<file path="config.mk">
export PLATFORM = sky130hd
export DESIGN_NAME = prog_delay_line
export DESIGN_NICKNAME = d
export VERILOG_FILES = /design/src/rtl/prog_delay_pkg.sv /design/src/rtl/dly_stage.sv /design/src/rtl/prog_delay_line.sv
export SDC_FILE = /design/constraint.sdc
export NUM_CORES = 1
export LEC_CHECK = 0
export CAP_MARGIN = 20
export CORE_MARGIN = 2
export CORE_UTILIZATION = 35
export DETAILED_ROUTE_END_ITERATION = 8
export GPL_TIMING_DRIVEN = 0
export PLACE_DENSITY = 0.6
export SLEW_MARGIN = 20
export SYNTH_ARGS = -nofsm -noshare
export SYNTH_HDL_FRONTEND = slang
export SYNTH_SLANG_ARGS = --single-unit
export TNS_END_PERCENT = 1
</file>
<file path="constraint.sdc">
create_clock -name clk -period 3.4 [get_ports clk]
set_clock_uncertainty 0.15 [all_clocks]
set_input_delay 1.02 -clock clk [delete_from_list [all_inputs] [get_ports clk]]
set_output_delay 1.02 -clock clk [all_outputs]
set_load 0.005 [all_outputs]
</file>
<file path="src/rtl/prog_delay_pkg.sv">
// Shared helpers for the programmable delay line: delay-field sizing and
// clamping of requested delays to the physical depth.
package prog_delay_pkg;

    // Bits needed to encode a delay value in 0..max.
    function automatic int delay_w(input int max);
        return $clog2(max + 1);
    endfunction

    // Requested delays beyond the physical depth saturate at the deepest tap.
    function automatic int clamp_delay(input int cfg, input int max);
        return (cfg > max) ? max : cfg;
    endfunction

endpackage

</file>
<file path="src/rtl/dly_stage.sv">
// One valid-tagged pipeline register of the delay line. clr drops the valid
// bit only (payload is don't-care once invalid) and wins over en.
module dly_stage #(
    parameter int WIDTH = 32
) (
    input  logic             clk,
    input  logic             resetn,
    input  logic             en,
    input  logic             clr,
    input  logic             v_in,
    input  logic [WIDTH-1:0] d_in,
    output logic             v,
    output logic [WIDTH-1:0] d
);

    // Stage register: clear invalidates, otherwise shift when enabled.
    always_ff @(posedge clk or negedge resetn) begin
        if (!resetn) begin
            // NOTE: the payload is reset too so data_out is a known 0 out of reset
            // even though it is only observed behind a valid bit.
            v <= 1'b0;
            d <= '0;
        end else if (clr) begin
            // NOTE: non-blocking assignments keep every stage sampling the
            // pre-edge value of its neighbour, which is what makes this a shift.
            v <= 1'b0;
        end else if (en) begin
            v <= v_in;
            d <= d_in;
        end
    end

endmodule

</file>
<file path="src/rtl/prog_delay_line.sv">
// Runtime-programmable, valid-tagged delay line. A chain of MAX_DELAY stages
// always shifts; the output is taken from the tap selected by active_delay,
// with tap 0 being a combinational bypass of the input.
module prog_delay_line
    import prog_delay_pkg::*;
#(
    parameter int  WIDTH       = 32,
    parameter int  MAX_DELAY   = 16,
    parameter int  RESET_DELAY = 4,
    localparam int DW          = delay_w(MAX_DELAY)
) (
    input  logic             clk,
    input  logic             resetn,
    input  logic             en,
    input  logic             flush,
    input  logic             cfg_load,
    input  logic [DW-1:0]    delay_cfg,
    input  logic             in_valid,
    input  logic [WIDTH-1:0] data_in,
    output logic             out_valid,
    output logic [WIDTH-1:0] data_out,
    output logic [DW-1:0]    active_delay,
    output logic             primed
);

    localparam logic [DW-1:0] RST_DLY = DW'(clamp_delay(RESET_DELAY, MAX_DELAY));

    // Index 0 is the live input; index k is the output of stage k.
    logic [MAX_DELAY:0]            stg_v;
    logic [MAX_DELAY:0][WIDTH-1:0] stg_d;

    logic             clr;
    logic [DW-1:0]    cfg_clamped;
    logic [DW-1:0]    fc;
    logic             tap_v;
    logic [WIDTH-1:0] tap_d;

    // A new delay setting invalidates everything in flight, exactly like flush.
    assign clr         = flush | cfg_load;
    assign cfg_clamped = DW'(clamp_delay(int'(delay_cfg), MAX_DELAY));

    assign stg_v[0] = in_valid;
    assign stg_d[0] = data_in;

    for (genvar k = 1; k <= MAX_DELAY; k++) begin : g_stage
        dly_stage #(
            .WIDTH (WIDTH)
        ) u_stage (
            .clk    (clk),
            .resetn (resetn),
            .en     (en),
            .clr    (clr),
            .v_in   (stg_v[k-1]),
            .d_in   (stg_d[k-1]),
            .v      (stg_v[k]),
            .d      (stg_d[k])
        );
    end

    // Active delay and fill counter; fc counts advances since the last clear,
    // saturating at the tap so primed stays high on a full line.
    always_ff @(posedge clk or negedge resetn) begin
        if (!resetn) begin
            active_delay <= RST_DLY;
            fc           <= '0;
        end else begin
            if (cfg_load) begin
                active_delay <= cfg_clamped;
            end
            if (clr) begin
                fc <= '0;
            end else if (en && (fc != active_delay)) begin
                fc <= fc + DW'(1);
            end
        end
    end

    assign primed = (fc == active_delay);

    // Tap select: bypass for delay 0, otherwise the stage at active_delay.
    always_comb begin
        // NOTE: defaults before the loop guarantee every path assigns the tap,
        // so no latch is inferred for unmatched delay codes.
        tap_v = in_valid;
        tap_d = data_in;
        for (int k = 1; k <= MAX_DELAY; k++) begin
            if (active_delay == DW'(k)) begin
                tap_v = stg_v[k];
                tap_d = stg_d[k];
            end
        end
    end

    // Emission only happens on an advancing cycle, so a frozen sample is never
    // presented twice; data is forced to 0 when nothing is emitted.
    assign out_valid = en & tap_v;
    assign data_out  = out_valid ? tap_d : '0;

endmodule

</file>
Word-level counts from Yosys, hierarchy flattened:

Cells that the tools add are included.

* add/sub/neg operators: 1
* bitwise logic cells: 3
* reduce and logical (&&, ||, !) cells: 4
* equal/unequal tests: 18
* multiplexer cells: 68
* $lt $le $gt $ge: 1

Operators by type and width (number)
* 32-bit 2-to-1 mux: 17
* 1-bit 2-to-1 mux: 48
* 5-bit by 4-bit equality test with 1-bit output (second input constant): 8
* 5-bit by 3-bit equality test with 1-bit output (second input constant): 4
* 5-bit 2-to-1 mux: 3
* 5-bit by 2-bit equality test with 1-bit output (second input constant): 2
* 5-bit by 1-bit adder with 5-bit output (second input constant): 1
* 5-bit by 1-bit equality test with 1-bit output (second input constant): 1
* 5-bit equality test: 1
* 5-bit equality test (second input constant): 1
* 5-bit > comparator (second input constant): 1
* 5-bit != test: 1
* 2-bit nonzero test: 2
* 2-bit AND reduction: 1
* 1-bit bitwise AND: 1
* 1-bit logical AND: 1
* 1-bit inverter: 1
* 1-bit bitwise OR: 1

* register bits: 538
* logic and storage cells: 129
* bits of input ports: 43

Longest topological paths before layout:

* word-level depth: 19
* gate-level depth with buffers: 11

Modules after synthesis:

Synthesis repeated with hierarchy kept, for this count alone.

* cells, all modules: 2097
* area total of the unflattened synthesis: 28866.4 um2

Modules (own cells, without submodules)
* dly_stage: cells an instance 72, area each 1397.6 um2, times used 16, sequential area each 825.8 um2
* prog_delay_line: cells an instance 945, area each 6505.0 um2, times used 1, sequential area each 251.5 um2

Worst setup path after synthesis:

OpenSTA, ideal clock, no wires.

* kind: input to output
* from: input port en
* to: output port data_out[11]
* arrival: 2353 ps
* setup slack: -123 ps
* data required time: 2230 ps
* stages: 7
* cells stage by stage: clkbuf_1 -> inv_1 -> a21oi_1 -> o2111ai_1 -> o21a_4 -> buf_6 -> a211oi_2

* word-level cells in the longest chain between the ends: 2

RTL lines
* start: declaration: line prog_delay_line.sv:14 `input logic en,`
* 1-bit bitwise AND: line prog_delay_line.sv:96 `assign out_valid = en & tap_v;`
* 32-bit 2-to-1 mux: line prog_delay_line.sv:97 `assign data_out = out_valid ? tap_d : '0;`
* end: declaration: line prog_delay_line.sv:21 `output logic [WIDTH-1:0] data_out,`

Every way passes these cells.

Worst setup path in the final report:

* from: register active_delay[4]
* to: output port data_out[16]

* word-level cells in the longest chain between the ends: 19

RTL lines
* start: declaration: line prog_delay_line.sv:22 `output logic [DW-1:0] active_delay,`
* start signal: assignment: line prog_delay_line.sv:68 `active_delay <= cfg_clamped;`
* 5-bit by 1-bit equality test with 1-bit output: line prog_delay_line.sv:87 `if (active_delay == DW'(k)) begin`
* 1-bit 2-to-1 mux (16 in a row): line prog_delay_line.sv:87
* 1-bit bitwise AND: line prog_delay_line.sv:96
* 32-bit 2-to-1 mux *: line prog_delay_line.sv:97

Mark *: on every way between the ends. The rest lies on a longest branch, timed or not.

==> out/metrics.csv <==
metric,value,unit
Startpoint Class,register,
worst-skew pair later-pin latency,0.65,ns
CP Capture Type,output pin,
Overflow after GRT,0,
top post-synthesis cells by area,"dfrtp_1 (51%), mux2_2 (23%), a21oi_1 (3.0%)",
Leak,0.0146,uW
"Arr. time, crit path",3.46,ns
R2R Path End,fc[3],
P&R area growth vs syn,23.5,%
ant diodes,0,
via count,19800,
Clock Power Share,33.0,%
most frequent cells after synthesis,"dfrtp_1 (537), mux2_2 (533), a21oi_1 (159)",
Critical path buffers and inverters,4,
Die Y,277,microns
CP required,2.23,ns
clock sinks,538,
htree depth,2,
RSZ-0062 raised after global routing,yes,
status,"complete, but fails checks",
Crit path top cell by count,buf_6,
Tcrit/Tclk final,136,%
switching power,6240,uW
cell with the most instances after synthesis,dfrtp_1,
Worst path max stage delay,0.48,ns
cell-internal power,14000,uW
pre-CTS setup slack,-1.98,ns
"setup slack, reg-to-reg",1.05,ns
Final Hold Vio Count,0,
CTS max path bufs,3,
Die ar.,0.0769,sq mm
slowest CP cell,a2111oi_4,
# DRC,0,
chip width,277,microns
Yosys top cell by area,dfrtp_1,
violated checks,negative setup slack,
critical path peak fanout,6,
worst min path class,in -> async,
"CTS clk-pin slew, worst paths",0.07,ns
"delay-heaviest family, CP",compound AO/OA/AOI/OAI gates,
Antenna Nets Post-Route,0,
max frequency,0.216,GHz
Setup WS post-layout,-1.23,ns
Logic pwr share,20.5,%
Mean Syn Cell Area,12.0,sq um
CORE AREA,0.0742,sq mm
NumNets Final,2414,
share of post-route cells with drive strength above 1,42.9,%
PD cells,627,mW/mm^2
worst reg2reg startpoint,active_delay[2],
Unique masters post-synth,74,
Post-Synthesis Cells,2170,
max-slew violations,0,
Final HPWL DP,69800,microns
DRT iter0 DRCs,1909,
wire per inst,28.6,microns
number of port buffers,79,
"Critical Path, Cell by Cell",buf_6 > or3_4 > nor2_4 > buf_6 > buf_6 > nand2_2 > a32o_2 > a2111oi_4 > o21ai_2 > a211oi_2 > buf_2,
IO Pins,82,
WS Path Type,reg -> out,
Slew headroom,51.8,%
synth warn,0,
Netlist Area Pre-Place,0.0261,sq mm
GPL Wtd Cong,0.916,
initial antenna violation count,1,
Max VDD drop,0.452,mV
CTS tree,built,
cells on worst reg2reg path,7,
sequential share of power,46.5,%
first-pass GRT wire length,143000,microns
syn_nets,2214,
Worst path depth,11,
drt total wl,97000,microns
Setup TNS Final,-37.41,ns
"Cell Area, Placed",0.0283,sq mm
"EDFF count, synth",0,
Net Sw Frac,30.8,%
Via density,5.86,
Starting Density,35.2,%
num rows,100,
crit path time final,4.63,ns
Final setup viols,34,
Total GRT Usage,25.1,%
post-synthesis sequential area ratio,51.5,%
CTS Root Buffer Type,clkbuf_16,
share of the synthesized area in the top cell type,51.4,%
worst slew pin tran,0.723,ns
Yosys reg bits,538,
Final Util,43.5,%
top_reg_cell synth,dfrtp_1,
total power,20200,uW
vias in the first global route,20100,
max cap viols,0,
Synth async-reset ratio,100,%
largest net degree at the start of global routing,98,
router iterations before antenna repair,5,
Num CTS Buffers,58,
Final Instance Area,0.0323,sq mm
-- per-layer routing --
layer	share of wire, %	track usage [%]	up-vias
li1	-	-	8461
met1	42	34.3	10300
met2	46	39.6	862
met3	7.3	4.11	215
met4	4.3	10.3	0
met5	0	0	-
-- through the flow --
stage                     instances  hold slack (ns)
final                          3386           0.0788
after global routing           3386           0.0819
after CTS                      3378           0.0671
after detailed placement       3225            0.339
after global placement         3218            0.334
after floorplan                2170            0.314
-- sequential cells by signal (all words and copies together), names as in the netlist --
| signal | cells |
|---|---|
| g_stage.u_stage.d | 512 |
| g_stage.u_stage.v | 16 |
| active_delay | 5 |
| fc | 5 |
-- kinds of logic after synthesis --
family | Yosys count | share of synthesized area (%)
compound gates | 543 | 13.3
fa+ha+maj | 1 | 0.0478
xor+xnor | 9 | 0.301
mux | 612 | 26.0
simple gates | 285 | 5.58
flops | 538 | 51.5
buf+inv | 182 | 3.31
-- layout make-up --
type                            count  area, sq um
Buffer                            164         1260
Sequential cell                   538        13500
Clock inverter                     22          292
Multi-Input combinational cell   1450        12800
Inverter                           15         60.1
Clock buffer                       85         1730
Fill cell                        6818        41900
Tap cell                          969         1210
Timing Repair Buffer              143         1450
-- repair_timing --
item,in CTS,in global routing
gates resized for setup,398,65
hold buffers,0,0
gates cloned,1,0
endpoints found under the setup margin,87,172
pin swaps,58,31
buffers inserted,48,8
-- power by group through the flow --
stage / combinational, uW / sequential, uW / clock (uW)
final: 4150 / 9410 / 6680
after global routing: 4410 / 9590 / 7030
after CTS: 4040 / 9320 / 6770
after detailed placement: 3640 / 9420 / 0
after global placement: 3510 / 9350 / 0
after floorplan: 2510 / 8840 / 0
-- cell usage in the layout, fill, tap and decap left out, types with 42 or more instances in the layout --
cell,count
a21oi_1,148
buf_2,69
buf_4,68
clkbuf_16,58
clkdlybuf4s50_1,46
dfrtp_1,536
mux2_2,533
mux2i_1,77
nand2_1,82
nor2_1,70
o21ai_0,120
o22ai_1,42
-- worst max-delay path by stage --
stage	slack, ns	endpoint	start
after floorplan	0.05	data_out[11]	en
after global placement	-22.56	g_stage[13].u_stage.d[15]	resetn
after detailed placement	-1.98	data_out[0]	active_delay[4]
after CTS	-1.20	data_out[16]	active_delay[2]
after global routing	-1.29	data_out[11]	active_delay[4]
final	-1.23	data_out[16]	active_delay[4]
Note: power is estimated with default switching activity, not from simulation.
